--- config.mk ---
export PLATFORM = sky130hd
export DESIGN_NAME = if_stage
export DESIGN_NICKNAME = d
export VERILOG_FILES = /design/src/rtl/if_stage.sv
export SDC_FILE = /design/constraint.sdc
export NUM_CORES = 1
export LEC_CHECK = 0
export ABC_AREA = 1
export CAP_MARGIN = 20
export CORE_UTILIZATION = 26
export CTS_BUF_LIST = sky130_fd_sc_hd__clkbuf_16
export CTS_CLUSTER_DIAMETER = 120
export CTS_CLUSTER_SIZE = 25
export DETAILED_ROUTE_END_ITERATION = 7
export GPL_ROUTABILITY_DRIVEN = 0
export HOLD_SLACK_MARGIN = 0.03
export PLACE_DENSITY = 0.53
export SLEW_MARGIN = 20
export SYNTH_ARGS = -nofsm -noshare
export SYNTH_HDL_FRONTEND = slang
export SYNTH_SLANG_ARGS = --single-unit
--- constraint.sdc ---
create_clock -name clk -period 2.9 [get_ports clk]
set_input_delay 0.435 -clock clk [delete_from_list [all_inputs] [get_ports clk]]
set_output_delay 0.435 -clock clk [all_outputs]
set_load 0.1 [all_outputs]
--- src/rtl/if_stage.sv ---
// rtl/if_stage.sv - Instruction-fetch stage: PC generation, 1-cycle instruction RAM reads,
// output register plus one skid entry toward decode, redirect on br_taken.
module if_stage #(
  parameter logic [31:0] RESET_PC = 32'h1C00_0000
) (
  input  logic        clk,
  input  logic        reset,
  output logic        inst_sram_en,
  output logic [31:0] inst_sram_addr,
  input  logic [31:0] inst_sram_rdata,
  input  logic        br_taken,
  input  logic [31:0] br_target,
  output logic        right_valid,
  input  logic        right_ready,
  output logic [31:0] right_pc,
  output logic [31:0] right_inst
);

  logic [31:0] req_pc_q, req_pc_d;
  logic        pend_valid_q, pend_valid_d;
  logic [31:0] pend_pc_q, pend_pc_d;
  logic        out_valid_q, out_valid_d;
  logic [31:0] out_pc_q, out_pc_d;
  logic [31:0] out_inst_q, out_inst_d;
  logic        skid_valid_q, skid_valid_d;
  logic [31:0] skid_pc_q, skid_pc_d;
  logic [31:0] skid_inst_q, skid_inst_d;

  logic        fire;
  logic        out_free;
  logic        skid_next;
  logic [31:0] target_al;
  logic        unused_target_bits;

  assign unused_target_bits = ^br_target[1:0];

  always_comb begin
    req_pc_d     = req_pc_q;
    pend_pc_d    = pend_pc_q;
    out_valid_d  = out_valid_q;
    out_pc_d     = out_pc_q;
    out_inst_d   = out_inst_q;
    skid_valid_d = skid_valid_q;
    skid_pc_d    = skid_pc_q;
    skid_inst_d  = skid_inst_q;

    target_al   = {br_target[31:2], 2'b00};
    right_valid = out_valid_q && !br_taken;
    fire        = right_valid && right_ready;
    out_free    = !out_valid_q || fire;

    // Returning word goes to out when possible, keeping skid ahead of it in order.
    if (pend_valid_q) begin
      if (!out_free) begin
        skid_valid_d = 1'b1;
        skid_pc_d    = pend_pc_q;
        skid_inst_d  = inst_sram_rdata;
      end else if (skid_valid_q) begin
        out_valid_d = 1'b1;
        out_pc_d    = skid_pc_q;
        out_inst_d  = skid_inst_q;
        skid_pc_d   = pend_pc_q;
        skid_inst_d = inst_sram_rdata;
      end else begin
        out_valid_d = 1'b1;
        out_pc_d    = pend_pc_q;
        out_inst_d  = inst_sram_rdata;
      end
    end else if (out_free) begin
      if (skid_valid_q) begin
        out_valid_d  = 1'b1;
        out_pc_d     = skid_pc_q;
        out_inst_d   = skid_inst_q;
        skid_valid_d = 1'b0;
      end else begin
        out_valid_d = 1'b0;
      end
    end

    // A full skid next cycle means nowhere to put another return, so hold off issuing.
    skid_next      = skid_valid_d;
    inst_sram_en   = !reset && (br_taken || !skid_next);
    inst_sram_addr = br_taken ? target_al : {req_pc_q[31:2], 2'b00};
    pend_valid_d   = inst_sram_en;

    if (br_taken) begin
      out_valid_d  = 1'b0;
      skid_valid_d = 1'b0;
      pend_pc_d    = target_al;
      req_pc_d     = target_al + 32'd4;
    end else if (inst_sram_en) begin
      pend_pc_d = req_pc_q;
      req_pc_d  = req_pc_q + 32'd4;
    end

    right_pc   = out_pc_q;
    right_inst = out_inst_q;
  end

  always_ff @(posedge clk) begin
    if (reset) begin
      req_pc_q     <= RESET_PC;
      pend_valid_q <= 1'b0;
      pend_pc_q    <= 32'd0;
      out_valid_q  <= 1'b0;
      out_pc_q     <= 32'd0;
      out_inst_q   <= 32'd0;
      skid_valid_q <= 1'b0;
      skid_pc_q    <= 32'd0;
      skid_inst_q  <= 32'd0;
    end else begin
      req_pc_q     <= req_pc_d;
      pend_valid_q <= pend_valid_d;
      pend_pc_q    <= pend_pc_d;
      out_valid_q  <= out_valid_d;
      out_pc_q     <= out_pc_d;
      out_inst_q   <= out_inst_d;
      skid_valid_q <= skid_valid_d;
      skid_pc_q    <= skid_pc_d;
      skid_inst_q  <= skid_inst_d;
    end
  end

endmodule

After elaboration in Yosys (flattened, before gate mapping)
Index checks and enable logic that the tools add are counted.
{"block": "word_totals", "regBits": 195, "in_bits": 68, "out_inout_bits": 98, "word_cells": 53}
{"block": "classes", "add_sub_neg": 2, "eq_ne": 1, "n_mux": 26, "reduce_logical": 14}
{"op": "2-to-1 mux 32 bit", "n": 19}
{"op": "adder 32 x 3 -> 32 bit (second input constant)", "n": 2}
{"op": "2-to-1 mux 1 bit", "n": 7}
{"op": "logical NOT 1 bit", "n": 4}
{"op": "AND reduction 2 bit", "n": 2}
{"op": "nonzero test 2 bit", "n": 2}
{"op": "logical AND 1 bit", "n": 3}
{"op": "logical OR 1 bit", "n": 2}
{"op": "inequality test 2 bit (second input constant)", "n": 1}
{"op": "OR reduction 2 bit", "n": 1}

Logic depth before layout (Yosys ltp)
Gate-level depths: netlist of the first run.
{"block": "depth", "word_depth": 11, "mapped_depth": 15, "ltp_nobuf": 14}

Worst setup path before layout of the first run
No wires, ideal clock.
{"block": "synth_timing", "path_type": "input-to-reg", "start": "input port br_taken", "end": "register req_pc_q[22]", "setup_time_ps": 109, "arrival_time_ps": 2679, "required_ps": 2791, "setup_slack_ps": 113, "stages": 15, "path_buffers": 2, "cell_sequence": "buf_2 -> nand2_1 -> o21ai_1 -> inv_1 -> ha_1 -> clkbuf_1 -> nand3_1 -> inv_1 -> nand2_1 -> nor2_1 -> nand2_1 -> nand2_1 -> nand3_1 -> nand2_1 -> inv_1"}
{"block": "synth_between", "elab_chain_len": 10, "word_cells_on_any_way": 12}
{"element": "start: declaration", "line": "11", "source": "input logic br_taken,"}
{"element": "logical NOT 1 bit", "line": "48", "source": "right_valid = out_valid_q && !br_taken;"}
{"element": "logical AND 1 bit", "line": "48"}
{"element": "logical AND 1 bit", "line": "49", "source": "fire = right_valid && right_ready;"}
{"element": "logical OR 1 bit", "line": "50", "source": "out_free = !out_valid_q || fire;"}
{"element": "2-to-1 mux 1 bit, on equally long branches", "line": "69, 54"}
{"element": "2-to-1 mux 1 bit", "line": "53", "source": "if (pend_valid_q) begin"}
{"element": "logical NOT 1 bit", "line": "82", "source": "inst_sram_en = !reset && (br_taken || !skid_next);"}
{"element": "logical OR 1 bit", "line": "82"}
{"element": "logical AND 1 bit", "line": "82"}
{"element": "nonzero test 2 bit (no source line)"}
{"element": "end signal: assignment", "line": "112", "source": "req_pc_q <= req_pc_d;"}
{"element": "end: declaration", "line": "19", "source": "logic [31:0] req_pc_q, req_pc_d;"}
Several ways; a longest one is shown, not always the timed one.
A chain may end at the register's enable or synchronous reset.

Worst setup path after layout of the first run
{"block": "layout_timing", "start": "input port br_taken", "end": "output port inst_sram_en"}
{"block": "layout_between", "elab_chain_len": 9, "word_cells_on_any_way": 10}
{"element": "logical NOT 1 bit", "line": "48"}
{"element": "logical AND 1 bit", "line": "48"}
{"element": "logical AND 1 bit", "line": "49"}
{"element": "logical OR 1 bit", "line": "50"}
{"element": "2-to-1 mux 1 bit, on equally long branches", "line": "69, 54"}
{"element": "2-to-1 mux 1 bit", "line": "53"}
{"element": "logical NOT 1 bit", "line": "82"}
{"element": "logical OR 1 bit *", "line": "82"}
{"element": "logical AND 1 bit *", "line": "82"}
{"element": "end: declaration", "line": "8", "source": "output logic inst_sram_en,"}
Every way passes the cells marked *; elsewhere a longest branch is shown, timed or not.

==> impl_results.md, run 1 <==
- Status: completed
- Leak Pwr: 4.855 nW
- Worst Setup SP: br_taken
- EDFF count, synth: 0
- Compound-Gate Fraction of Synth Area: 19.84%
- Setup violators final: 0
- Reg2reg path depth: 6
- CP max FO: 8
- CTS Sinks: around 190
- Synth top area cells: dfxtp_1 44%, nand2_1 12%, o21ai_0 8.6%
- Post-DP Area: 0.01077 mm^2
- Nature of the critical path startpoint: primary input
- WL final: approximately 26,000 um
- Netlist cell types: 32
- Synth Register Bits: roughly 190
- Setup TNS: 0 ps
- Fill count: 3,364
- Hold path endpoint: skid_pc_q[27]
- Share of cells above drive strength 1: between 10% and 20%
- Clk slew on worst S/H paths: 70 ps
- Die H: 182.3 um
- Diodes inserted: 0
- Max Cap Violations: 0
- Count leader, synth: nand2_1
- Initial drt markers: 549
- Post-synthesis mux area share: 0%
- Max frequency: 388.7 MHz
- Cell Pwr Density: about 630 mW/mm^2
- Most area-hungry cell type in the Yosys netlist: dfxtp_1
- Post-route antenna net violation count: 0
- Core area: around 0.032 mm^2
- Die width: around 180 um
- Final hold violation count: 0
- CTS max path bufs: 2
- Total CTS buffers: 17
- Crit path required time: around 2500 ps
- Met1 usage: 22.60%
- Synth top area share: 44.29%
- HP Start: pend_pc_q[27]
- CTS root buffer: clkbuf_16
- Vias: 8,241
- Commonest cells post-synth: 265 x nand2_1, 187 x dfxtp_1, 168 x nor2_1
- Xor/xnor cell area share of the yosys netlist: 0.9326%
- Main synth FF type: dfxtp_1
- RSZ-0062 raised after global routing: false
- Worst-margin pin slew: 558.0 ps
- Synth warnings: 0
- Dpl hpwl: 17,650 um
- GRT Total Usage: between 10% and 20%
- Die Area: 0.03323 mm^2
- Setup Crit Path Kind: primary input to output pin
- Tcrit/Tclk final: between 80% and 90%
- Post-CTS setup buffers: 0
- DR vias/cell: 4.563
- GR met2 Demand/Resource: between 20% and 30%
- Vias in the first global route: 7,446
- Critical path's slowest cell: clkdlybuf4s50_1
- CTS resizes: 0
- PortBufs: 159
- Nets: 1,428
- H-tree depth: 4
- Initial Utilization: 26.58%
- Post-Route Skew: 18.68 ps
- Top Usage Layer GRT: met2
- P&R area growth vs syn: 34.34%
- Hold path cells: 2
- Avg Synthesized Cell Area: approximately 7 um^2
- Num rows: 65
- CP Data Arrival Time: 2140 ps
- Async SR Flop Fraction: 0%
- Hold Path Class: register to register
- Final min period: 2573 ps
- CTS tree: yes
- Crit path capture type: output pin
- Critical R2R Launch: skid_valid_q
- Critical-path cell list: clkdlybuf4s50_1 -> inv_2 -> nand2_1 -> nand2_2 -> nand2_1 -> nand2_1 -> o21ai_2 -> nand2_4 -> nand2_4 -> inv_1 -> buf_12
- Largest family of logic cells by synthesized area: simple AND/OR/NAND/NOR gates
- Hold Buf Count CTS: 0
- Clk_lat worst skew: 440 ps
- Initial antenna violation count: 0
- Largest net degree at the start of global routing: between 100 and 150
- Slowest Stage Delay on Critical Path: between 400 and 500 ps
- Post-route cell area: 0.01135 mm^2
- Register area share after synthesis: 44.29%
- Final Power: approximately 7.2 mW
- Met3 Usage GRT: 2.654%
- Adder-Cell Fraction of Synth Area: less than 1%
- Max IR drop VDD: ~0.00045 V
- Most frequent cell on the critical path: nand2_1
- Num ports: approximately 170
- Global-route wire length before repair: 41,120 um
- Post-Syn Instances: 1,217
- Mapped Area: 0.008452 mm^2
- Total grt overflow: 0
- Fin. max-slew vios: 0
- WL/cell: about 14 um
- FF-to-FF End: right_inst[25]
- DRC errors left: 0
- Synth Area in Simple Gates: 25.52%
- Max-slew headroom: 62.80%
- Worst reg2reg setup slack: 1080 ps
- Drt pass-1 iters: 5
- Crit path max-delay family: buffers and inverters
- Critical path buffers and inverters: 4
[per-layer routing]
metal | vias to the layer above | wire (um)
li1 | 4244 | -
met1 | 3741 | 12990
met2 | 236 | 11100
met3 | 20 | 1438
met4 | 0 | 263
met5 | - | 0
[per-stage QoR]
stage,utilization (%),setup WS [ps],hold slack [ps],std cells
floorplan,-,112.5,439.7,1220
global placement,33.88,257.8,462.3,1775
detailed placement,33.88,254.3,469.0,1775
CTS,35.71,303.8,475.2,1806
global route,35.71,218.3,498.1,1806
finish,35.71,327.4,469.2,1806
[kinds of logic after synthesis]
logic type,count (synthesis)
AND/OR/NAND/NOR,526
AO/OA/AOI/OAI,307
flip-flops,187
buffers and inverters,186
XOR/XNOR,9
adder cells (fa/ha/maj),1
other,1
[sequential cells by signal, indices dropped and copies added (netlist names)]
register,count
right_inst,32
pend_pc_q,30
pend_valid_q,1
out_valid_q,1
skid_pc_q,30
right_pc,30
skid_valid_q,1
skid_inst_q,32
req_pc_q,30
[worst min-delay path, cell delays in order (launching register included)]
cell,delay [ps]
dfxtp_1,300
inv_1,70
a21oi_1,60
[layout make-up]
cell class | count | area [um^2] | area share (%)
Timing Repair Buffer | 203 | 2150 | 18.93
Clock inverter | 14 | 155.1 | 1.366
Multi-Input combinational cell | 847 | 3948 | 34.77
Tap cell | 435 | 544.3 | 4.793
Inverter | 103 | 389.1 | 3.427
Sequential cell | 187 | 3744 | 32.97
Clock buffer | 17 | 425.4 | 3.747
[placed cells by master, fill, tap and decap left out, types with 17 or more instances in the layout]
master	instances
nand2_1	264
nor2_1	168
a211oi_1	36
dfxtp_1	187
nand3_1	60
inv_1	98
o21ai_0	145
a21oi_1	90
buf_4	101
clkdlybuf4s50_1	65
buf_12	37
clkbuf_16	17
a31oi_1	27
[where the power goes]
part	internal, mW	switching, mW
combinational	0.578	1.44
clock	1.22	1.11
sequential	2.75	0.0843
total	4.55	2.63
[worst max-delay path by stage]
stage | end | slack [ps] | depth (start not counted)
after floorplan | req_pc_q[22] | 110 | 15
after global placement | req_pc_q[26] | 260 | 13
after detailed placement | req_pc_q[26] | 250 | 13
after CTS | inst_sram_en | 300 | 11
after global routing | inst_sram_en | 220 | 11
final | inst_sram_en | 330 | 11
No activity file was read; power rests on OpenSTA's default activity.
==> inputs of run 2 (changes only) <==
- CTS_CLUSTER_DIAMETER: 120 -> 100
==> results of run 2 <==
No change in the layout: final DEF, timing and power equal those of run 1.
